### config.mk
export PLATFORM = sky130hd
export DESIGN_NAME = imem_loader
export DESIGN_NICKNAME = d
export VERILOG_FILES = /design/src/rtl/imem_loader_pkg.sv /design/src/rtl/imem_loader_word_assembler.sv /design/src/rtl/imem_loader.sv
export SDC_FILE = /design/constraint.sdc
export NUM_CORES = 1
export LEC_CHECK = 0
export ABC_AREA = 1
export CORE_MARGIN = 8
export CORE_UTILIZATION = 50
export DETAILED_ROUTE_END_ITERATION = 10
export MAX_ROUTING_LAYER = met4
export PLACE_DENSITY = 0.83
export SYNTH_ARGS = -nofsm -noshare
export SYNTH_HDL_FRONTEND = slang
export SYNTH_SLANG_ARGS = --single-unit
### constraint.sdc
create_clock -name clk -period 4.5 [get_ports clk]
set_clock_uncertainty 0.05 [all_clocks]
set_input_delay 0.45 -clock clk [delete_from_list [all_inputs] [get_ports clk]]
set_output_delay 0.45 -clock clk [all_outputs]
set_load 0.01 [all_outputs]
### src/rtl/imem_loader_pkg.sv
// Shared types and format constants for the instruction-memory loader.
// Stream format: 16-bit little-endian word count, N little-endian words, XOR checksum byte.
package imem_loader_pkg;

   localparam int DATA_WIDTH = 32;
   localparam int BYTE_W     = 8;
   localparam int ADDR_W     = 10;
   localparam int LEN_W      = 16;

   localparam logic [BYTE_W-1:0] CSUM_INIT = 8'h00;

   typedef enum logic [2:0] {
      S_IDLE,
      S_HDR0,
      S_HDR1,
      S_DATA,
      S_WRITE,
      S_CSUM,
      S_DONE,
      S_ERROR
   } state_t;

   // A program must hold at least one word and fit in the instruction BRAM.
   function automatic logic len_ok(input logic [LEN_W-1:0] n, input int unsigned max_words);
      return (n != '0) && (32'(n) <= max_words);
   endfunction

endpackage

### src/rtl/imem_loader_word_assembler.sv
// Collects four bytes little-endian into a 32-bit word; word_ready marks the 4th byte,
// with word already presenting the complete value in that same cycle.
module imem_loader_word_assembler
   import imem_loader_pkg::*;
(
   input  logic                  clk,
   input  logic                  rst,
   input  logic                  clear,
   input  logic                  byte_valid,
   input  logic [BYTE_W-1:0]     byte_data,
   output logic [DATA_WIDTH-1:0] word,
   output logic                  word_ready
);

   logic [DATA_WIDTH-BYTE_W-1:0] shreg;
   logic [1:0]                   cnt;

   always_ff @(posedge clk or posedge rst) begin
      if (rst) begin
         shreg <= '0;
         cnt   <= '0;
      end else if (clear) begin
         cnt   <= '0;
      end else if (byte_valid) begin
         shreg <= {byte_data, shreg[DATA_WIDTH-BYTE_W-1:BYTE_W]};
         cnt   <= cnt + 2'd1;
      end
   end

   // The oldest byte ends up in bits 7:0 once the fourth byte is shifted in.
   assign word       = {byte_data, shreg};
   assign word_ready = byte_valid && (cnt == 2'd3);

endmodule

### src/rtl/imem_loader.sv
// Loads a program from a byte stream into instruction BRAM, holding the CPU in stall
// until the whole image has been written and its XOR checksum matches.
module imem_loader
   import imem_loader_pkg::*;
#(
   parameter int MAX_WORDS = 256
) (
   input  logic                  clk,
   input  logic                  rst,
   input  logic                  start,
   input  logic                  s_valid,
   input  logic [BYTE_W-1:0]     s_data,
   output logic                  s_ready,
   output logic [ADDR_W-1:0]     i_w_addr,
   output logic [DATA_WIDTH-1:0] i_w_dat,
   output logic                  i_w_enb,
   output logic                  pc_stall,
   output logic                  load_done,
   output logic                  load_error
);

   state_t                  state, state_nx;
   logic [LEN_W-1:0]        n_words;
   logic [LEN_W-1:0]        index;
   logic [LEN_W-1:0]        index_inc;
   logic [BYTE_W-1:0]       csum;
   logic                    hdr1_acc;
   logic                    data_acc;
   logic                    word_ready;
   logic [DATA_WIDTH-1:0]   word;

   assign s_ready   = (state == S_HDR0) || (state == S_HDR1) ||
                      (state == S_DATA) || (state == S_CSUM);
   assign hdr1_acc  = (state == S_HDR1) && s_valid;
   assign data_acc  = (state == S_DATA) && s_valid;
   assign index_inc = index + LEN_W'(1);

   imem_loader_word_assembler u_asm (
      .clk        (clk),
      .rst        (rst),
      .clear      (hdr1_acc),
      .byte_valid (data_acc),
      .byte_data  (s_data),
      .word       (word),
      .word_ready (word_ready)
   );

   always_ff @(posedge clk or posedge rst) begin
      if (rst) state <= S_IDLE;
      else     state <= state_nx;
   end

   always_comb begin
      state_nx   = state;
      i_w_enb    = 1'b0;
      pc_stall   = 1'b1;
      load_done  = 1'b0;
      load_error = 1'b0;
      case (state)
         S_IDLE:  if (start) state_nx = S_HDR0;
         S_HDR0:  if (s_valid) state_nx = S_HDR1;
         S_HDR1:  if (s_valid)
                     state_nx = len_ok({s_data, n_words[BYTE_W-1:0]}, MAX_WORDS) ? S_DATA : S_ERROR;
         S_DATA:  if (word_ready) state_nx = S_WRITE;
         S_WRITE: begin
            i_w_enb  = 1'b1;
            state_nx = (index_inc == n_words) ? S_CSUM : S_DATA;
         end
         S_CSUM:  if (s_valid) state_nx = (s_data == csum) ? S_DONE : S_ERROR;
         S_DONE: begin
            pc_stall  = 1'b0;
            load_done = 1'b1;
            if (start) state_nx = S_HDR0;
         end
         S_ERROR: begin
            load_error = 1'b1;
            if (start) state_nx = S_HDR0;
         end
         default: state_nx = S_IDLE;
      endcase
   end

   // Header capture, checksum accumulation and the BRAM write port registers.
   always_ff @(posedge clk or posedge rst) begin
      if (rst) begin
         n_words  <= '0;
         index    <= '0;
         csum     <= CSUM_INIT;
         i_w_addr <= '0;
         i_w_dat  <= '0;
      end else begin
         case (state)
            S_HDR0: if (s_valid) n_words[BYTE_W-1:0] <= s_data;
            S_HDR1: if (s_valid) begin
               n_words[LEN_W-1:BYTE_W] <= s_data;
               index <= '0;
               csum  <= CSUM_INIT;
            end
            S_DATA: if (s_valid) begin
               csum <= csum ^ s_data;
               if (word_ready) begin
                  i_w_addr <= {index[ADDR_W-3:0], 2'b00};
                  i_w_dat  <= word;
               end
            end
            S_WRITE: index <= index_inc;
            default: ;
         endcase
      end
   end

endmodule

== Word-level counts from Yosys, hierarchy flattened ==
Index checks and enable logic that the tools add are counted.
Widths: inputs -> output; s select.

* Add/subtract/negate cells: 2
* $lt $le $gt $ge: 1
* Equal/unequal tests: 16
* Mux-type cells: 20
* Bitwise logic cells: 2
* Reductions and logical operators: 20

{| class="wikitable"
|+ Operator list
! kind !! number
|-
| $pmux 16 s2 || 1
|-
| $mux 3 || 7
|-
| $pmux 3 s6 || 1
|-
| $add 16x1->16 const B || 1
|-
| $eq 16x16->1 || 1
|-
| $le 16x9->1 const B || 1
|-
| $mux 16 || 1
|-
| $mux 8 || 2
|-
| $pmux 8 s2 || 1
|-
| $reduce_bool 16->1 || 1
|-
| $eq 3x3->1 const B || 4
|-
| $eq 8x8->1 || 1
|-
| $ne 2x2->1 const B || 4
|-
| $reduce_and 2->1 || 4
|-
| $xor 8x8->8 || 1
|-
| $eq 3x2->1 const B || 2
|-
| $reduce_and 3->1 || 2
|-
| $reduce_bool 2->1 || 3
|-
| $mux 1 || 5
|-
| $reduce_and 5->1 || 1
|-
| $logic_and 1x1->1 || 4
|-
| $mux 2 || 2
|-
| $ne 2x1->1 const B || 2
|-
| $eq 3x1->1 const B || 1
|-
| 6 further kinds || 8
|}

* Flip-flop bits (word level): 109

== Longest topological paths before layout ==
Gate-level depths: netlist (run 1).

* Depth after elaboration: 5
* Gate-level depth with buffers: 14
* Depth with buffers taken out: 14

== Cells and area by module ==
Synthesis (run 1) repeated with hierarchy kept, for this count alone.

* Cells, all modules: 614
* Area, all modules: 5315.1 um2

{| class="wikitable"
|+ Modules (own cells, without submodules)
! module !! times used !! cells each !! area an instance (um2) !! seq. area each (um2)
|-
| imem_loader || 1 || 487 || 4182.8 || 2077.0
|-
| imem_loader_word_assembler || 1 || 127 || 1132.3 || 650.6
|}

== Worst setup path before layout (run 1) ==
Ideal clock, no wire load.

* Path type: register -> register
* Start: register index[0]
* End: register state[1]
* Library setup time: 121 ps
* Data arrival time: 1540 ps
* Slack: 2789 ps
* Cell stages (with the launch flop): 13
* Buffers on the path: 0
* Clock period less this slack: 1711 ps
* Path through: dfrtp_1 > ha_1 > or2_2 > nand3_1 > nand2_1 > nor2_1 > nand2_1 > nor2_1 > nand3_1 > nor2_2 > nand2_1 > nand2_1 > a21oi_1

* Longest elaborated chain between the ends: 4

{| class="wikitable"
|+ Ends and longest elaborated chain
! item !! line !! text
|-
| start, declared || imem_loader.sv:24 || <nowiki>logic [LEN_W-1:0] index;</nowiki>
|-
| start signal, assigned || imem_loader.sv:106 || <nowiki>S_WRITE: index <= index_inc;</nowiki>
|-
| $add 16x1->16 || imem_loader.sv:36 || <nowiki>assign index_inc = index + LEN_W'(1);</nowiki>
|-
| $eq 16x16->1 || imem_loader.sv:67 || <nowiki>state_nx = (index_inc == n_words) ? S_CSUM : S_DATA;</nowiki>
|-
| $mux 3 || imem_loader.sv:67 ||
|-
| $pmux 3 s6 || imem_loader.sv:59 || <nowiki>case (state)</nowiki>
|-
| end signal, assigned || imem_loader.sv:50 || <nowiki>else state <= state_nx;</nowiki>
|-
| end, declared || imem_loader.sv:22 || <nowiki>state_t state, state_nx;</nowiki>
|}

No other way between the ends.
A chain may end at the register's enable or synchronous reset.

== Worst setup path in the final report (run 1) ==
* Start: register state[1]
* End: output port s_ready

* Longest elaborated chain between the ends: 4

{| class="wikitable"
|+ Ends and longest elaborated chain
! item !! line !! text
|-
| $eq 3x1->1 / $eq 3x2->1 (equally long branches) || imem_loader.sv:32 || <nowiki>assign s_ready = (state == S_HDR0) || (state == S_HDR1) ||</nowiki>
|-
| $logic_or 1x1->1 (2 in series) || imem_loader.sv:32 ||
|-
| $logic_or 1x1->1 * || imem_loader.sv:33 || <nowiki>(state == S_DATA) || (state == S_CSUM);</nowiki>
|-
| end, declared || imem_loader.sv:13 || <nowiki>output logic s_ready,</nowiki>
|}

Mark *: on every way between the ends. The rest lies on a longest branch, timed or not.

==> results of run 1 <==
## through the flow
stage / cells / utilization, % / worst slack (ns) / area, um^2 / hold WS [ns]
floorplan: 590 / - / 1.13 / 5060 / 0.399
global route: 777 / 60.4 / 1.93 / 5900 / 0.461
CTS: 777 / 60.4 / 2.08 / 5900 / 0.440
global placement: 763 / 58.7 / 1.99 / 5730 / 0.419
detailed placement: 763 / 58.7 / 1.90 / 5730 / 0.422
finish: 777 / 60.4 / 2.07 / 5900 / 0.441
## placed cells by master, fill, tap and decap left out, drive strengths merged
cell type        n
clkbuf           9
a21oi            5
dfrtp          109
nand4           11
clkdlybuf4s50   56
or2              1
nor3             3
nand3b           2
xor2             2
nand2          155
nand3           41
xnor3            1
xnor2            7
mux2i            1
inv             73
mux2             8
clkinv           3
conb             2
o21ai          101
nor2            35
nor3b            1
o22ai            9
ha               2
o31ai            2
buf              5
## worst max path at each step
stage                         from  endpoint  slack (ns)  cells after the start
after global routing      state[1]   s_ready        1.93                      5
after CTS                 state[1]   s_ready        2.08                      5
after detailed placement   s_valid  index[4]        1.90                      6
after global placement     s_valid  index[9]        1.99                      6
after floorplan                rst   csum[0]        1.13                      1
final                     state[1]   s_ready        2.07                      5
## logic make-up (layout without fill, tap and decap cells)
kind of cell    Yosys count  after routing  share of synthesized area (%)
buf+inv                  92            146                           7.08
flops                   109            109                           54.0
other cells               1              2                         0.0742
compound gates          117            117                           12.0
xor+xnor                 10             10                           2.01
fa+ha+maj                 2              2                          0.495
simple gates            249            249                           22.4
mux                       9              9                           1.98
## metal layers
layer / track usage (%) / wire [um] / up-vias
li1: - / - / 2011
met1: 24.5 / 5150 / 1948
met2: 29.2 / 5610 / 129
met3: 3.57 / 650 / 22
met4: 6.14 / 223 / 0
met5: - / 0 / -
## worst max-delay path: cells and delay by family, from the launching register on
| family | cells | cell delay [ns] |
|---|---|---|
| DFF | 1 | 0.45 |
| and+or+nand+nor | 2 | 0.28 |
| buffers and inverters | 3 | 0.83 |
## area by class of cell
cell class                 count  area [um^2]
clock buffer                   9          124
clock inverter                 5         46.3
fill                         839         3870
inverter                      71          269
multi-input combinational    389         1970
sequential                   109         2730
tap                          133          166
timing repair buffer          61          598
## power by group
part | internal (W) | switching, W
Clock | 0.000206 | 0.000347
Sequential | 0.00132 | 0.000287
Combinational | 0.000561 | 0.000758
Total | 0.00209 | 0.00139
## flip-flops by register name, summed over array words and instances, names as in the netlist
register / count
i_w_dat: 32
u_asm.shreg: 24
index: 16
n_words: 16
csum: 8
i_w_addr: 8
state: 3
u_asm.cnt: 2
==> metrics, run 1 <==
slowest CP cell=clkdlybuf4s50_1; post-cts gate resize count=0; relative slew slack=35.6%; Die Width=between 100 and 150 um; Syn Inst Count=589; Cell Rows=36; clk_lat worst skew=0.38 ns; most frequent cells after synthesis=nand2_1 (151), dfrtp_1 (109), o21ai_0 (100); diode count=0; status=completed; post-CTS setup repair buffer count=0; hold path depth=1; Initial DRC Count=between 300 and 400; Worst-Margin Slew=0.966 ns; Peak VDD IR=approximately 0.00027 V; initial core utilization=51.7%; critical path arrival=1.93 ns; # port buffers=56; post-synthesis cell area=0.00505 mm^2; TritonCTS clock tree=built; share of the clock period used by the worst path=between 50% and 60%; Num CTS Buffers=9; core area=between 0.009 and 0.01 mm^2; reg2reg start=state[1]; root buffer cell=clkbuf_8; Critical Path Max Stage Delay=0.56 ns; worst path cell trace=inv_1 > nor2_1 > inv_1 > nand2_1 > clkdlybuf4s50_1; critical path endpoint category=primary output; power per cell area=589 mW/mm^2; Synth Flop Type=dfrtp_1; GR Overflow Total=0; Setup TNS=0 ns; CP startpoint kind=flop; hold bufs inserted after CTS=0; final-report max-slew violation count=0; Clock Pin Slew Worst Setup and Hold Paths=around 0.10 ns; post-layout power=approximately 0.0035 W; Max-cap violations=0; min-delay src=u_asm.cnt[0]; Synth Register Bits=109; count of different cell masters after synthesis=33; Die Y-Extent=117 um; H-tree lvl count=3; Ports=59; top-count cell post-synth=nand2_1; critical-path maximum fanout=12; growth of design area from synthesis to finish=16.8%; post-synthesis sequential area ratio=54.0%; Post-synth ARST share=100%; Worst R2R Setup Slack=2.21 ns; routability cong.=between 0.9 and 1; gr usage total=18.8%; # setup viols final=0; Via Count=4110; maximum clock rate=0.411 GHz; RSZ-0062 raised after global routing=false; vias in the first global route=4101; number of synthesized flops with an enable pin=0; Worst Path Required=4.00 ns; area of the die=0.0136 mm^2; Antenna Nets Post-Route=0; post-synth top area share=54.0%; hpwl dp=8.30 mm; first-pass GRT wire length=19.6 mm; worst min-delay path class=reg2reg; initial antenna violation count=0; Crit Path Category=reg2out; Synth area leaders=dfrtp_1 (54%), nand2_1 (11%), o21ai_0 (9.9%); drt drc=0; Mapped Avg Cell Area=~8.6 um^2; DRT Pass-1 Iters=5; Leak=about 2.7 nW; worst reg2reg path endpoint=index[2]; wirelength, routed=about 12 mm; fin nets=655; hold path endpoint=u_asm.cnt[0]; share of cells above drive strength 1=7.61%; YS warnings=0; DR vias/cell=roughly 5.3; final hold vios=0; Clock Tree Buf Depth=2; Synth area leader=dfrtp_1; post-layout min period=2.43 ns; clock sink count=between 100 and 150; wire per inst=15.0 um; largest net degree at the start of global routing=slightly above 80; R2R depth=7; Crit path top cell by count=inv_1
Note: power is estimated with default switching activity, not from simulation.
==> run 2, diff against run 1 <==
--- a/config.mk
+++ b/config.mk
@@ -10,7 +10,7 @@
 export CORE_UTILIZATION = 50
 export DETAILED_ROUTE_END_ITERATION = 10
 export MAX_ROUTING_LAYER = met4
-export PLACE_DENSITY = 0.83
+export PLACE_DENSITY = 0.86
 export SYNTH_ARGS = -nofsm -noshare
 export SYNTH_HDL_FRONTEND = slang
 export SYNTH_SLANG_ARGS = --single-unit
==> constraint.sdc (replaced) <==
create_clock -name clk -period 2.15 [get_ports clk]
set_clock_uncertainty 0.05 [all_clocks]
set_input_delay 0.215 -clock clk [delete_from_list [all_inputs] [get_ports clk]]
set_output_delay 0.215 -clock clk [all_outputs]
set_load 0.01 [all_outputs]
==> run 2 against run 1 <==
Die area did not move; hold slack lost 0.16 ns; sequential share of layout area fell by 0.89 points; core utilization up 1.2 points; non-clock buffer count is 5 higher; setup slack worse by 2.0 ns; combinational power is 120% higher; clock power is 120% higher; register-to-register slack got worse by 2.0 ns; first-iteration DRC count fell by 18%.
==> metrics, run 2 (same netlist as run 1, synthesis figures left out) <==
status=completed; Initial DRC Count=249 (-18%); final-report max-slew violation count=0 (unchanged); Peak VDD IR=0.000629 V (+130%); hold bufs inserted after CTS=0 (unchanged); drt drc=0 (unchanged); initial antenna violation count=0 (unchanged); fin nets=660 (+0.76%); root buffer cell=clkbuf_8; H-tree lvl count=3 (unchanged); critical path endpoint category=primary output; worst path cell trace=nor2_1 > inv_1 > nor2_4 > clkdlybuf4s50_1; clock sink count=109 (unchanged); Setup TNS=0 ns (unchanged); most common cell after layout, fill and taps aside=nand2_1; GR Overflow Total=0 (unchanged); Most flops, register=i_w_dat; maximum clock rate=0.490 GHz; DR vias/cell=5.42 (+2.5%); Worst R2R Setup Slack=0.21 ns (-2.00 ns); post-layout min period=a little over 2 ns; initial core utilization=51.7% (unchanged); share of cells above drive strength 1=9.06% (+1.5 points); delay-heaviest family, CP=buffers and inverters; Crit Path Category=reg2out; Worst-Margin Slew=0.582 ns (-0.384 ns); RSZ-0062 raised after global routing=false; Die Y-Extent=117 um (unchanged); Die Width=117 um (unchanged); Clock Tree Buf Depth=2 (unchanged); number of flip-flops in the largest register=32 (unchanged); Leak=2.77 nW (+1.7%); critical path arrival=1.78 ns (-0.15 ns); Cell Rows=36 (unchanged); largest net degree at the start of global routing=110 (+33%); CP startpoint kind=flop; Largest regs=i_w_dat: 32 flops, u_asm.shreg: 24 flops; gr usage total=18.8% (-0.021 points); Num CTS Buffers=9 (unchanged); slowest CP cell=clkdlybuf4s50_1; diode count=0 (unchanged); Max-cap violations=0 (unchanged); commonest cells after routing, fill and taps aside=nand2_1 (151), dfrtp_1 (109), o21ai_0 (100); area of the die=0.0136 mm^2 (unchanged); vias in the first global route=4142 (+1.0%); Via Count=4252 (+3.5%); Ports=59 (unchanged); # setup viols final=0 (unchanged); reg2reg start=index[1]; wire per inst=15.2 um (+1.5%); Critical Path Max Stage Delay=0.57 ns (about the same); Worst Path Required=1.88 ns (-2.12 ns); Antenna Nets Post-Route=0 (unchanged); worst min-delay path class=in2async; share of the clock period used by the worst path=95.0%; Final WS setup=0.107 ns (-1.96 ns); DRT Pass-1 Iters=5 (unchanged); core area=0.00977 mm^2 (unchanged); CP bufs+invs=2 (-1); Clock Pin Slew Worst Setup and Hold Paths=0.11 ns (about the same); # port buffers=56 (unchanged); first-pass GRT wire length=19.5 mm (-0.46%); growth of design area from synthesis to finish=19.1%; dpl ws=0.233 ns (-1.67 ns); post-layout power=0.00748 W (+120%); power per cell area=1240 mW/mm^2 (+110%); R2R depth=11 (+4); relative slew slack=61.2% (+26 points); wirelength, routed=11.9 mm (+2.4%); routability cong.=0.949 (+4.3%); critical-path maximum fanout=7 (-5); worst reg2reg path endpoint=state[2]; clk_lat worst skew=0.38 ns (about the same); TritonCTS clock tree=built; final hold vios=0 (unchanged); hpwl dp=8.34 mm (+0.49%)
==> run 2: changes by cell type in the layout (fill, tap and decap cells not counted), sizes merged <==
| cell | previous run | this run |
|---|---|---|
| buf | 5 | 10 |
| clkinvlp | 0 | 2 |
| clkdlybuf4s50 | 56 | 55 |
| clkinv | 3 | 4 |
| dlygate4sd2 | 0 | 1 |
| inv | 73 | 72 |
==> run 2: worst max-delay path by stage <==
| stage | endpoint | slack (ns) | cells past startpoint | startpoint |
|---|---|---|---|---|
| floorplan | state[1] | 0.44 | 12 | index[0] |
| global placement | state[1] | 0.30 | 12 | index[0] |
| detailed placement | state[2] | 0.23 | 13 | index[1] |
| CTS | i_w_enb | 0.02 | 4 | state[0] |
| global route | state[2] | 0.02 | 11 | index[1] |
| finish | i_w_enb | 0.11 | 4 | state[0] |
==> run 2: cell type report <==
cell class / count / area, um^2
clock buffer: 9 / 124
clock inverter: 7 / 77.6
fill: 807 / 3750
inverter: 71 / 270
multi-input combinational: 389 / 1980
sequential: 109 / 2730
tap: 133 / 166
timing repair buffer: 66 / 672
==> run 2: power by group <==
part           total, W  leakage (nW)  internal (W)  switching, W
combinational   0.00288          1.23       0.00123       0.00165
clock           0.00124        0.0979      0.000460      0.000782
sequential      0.00336          1.45       0.00276      0.000602
==> run 2: routing by layer <==
layer / GRT usage [%] / up-vias / part of all wire, %
li1: - / 2023 / -
met1: 23.1 / 2057 / 43
met2: 30.3 / 147 / 49
met3: 3.05 / 25 / 5.2
met4: 8.11 / 0 / 2.1
met5: - / - / 0
==> run 2: timing repair <==
item / 4_1_cts / 5_1_grt
gates resized for setup: 3 / 2
endpoints found under the setup margin: 2 / 2
setup buffers: 1 / 0
==> run 2: metrics by stage <==
| stage | std cells | utilization, % | hold WS [ns] | instance area, um^2 |
|---|---|---|---|---|
| after floorplan | 590 | - | 0.356 | 5060 |
| after global placement | 767 | 59.4 | 0.415 | 5800 |
| after detailed placement | 767 | 59.4 | 0.422 | 5800 |
| after CTS | 784 | 61.5 | 0.325 | 6010 |
| after global routing | 784 | 61.6 | 0.363 | 6020 |
| final | 784 | 61.6 | 0.278 | 6020 |
==> run 2: tightest hold or removal path: stages <==
cell and delay [ns]:
clkdlybuf4s50_1 0.44, clkinvlp_4 0.10, buf_12 0.41
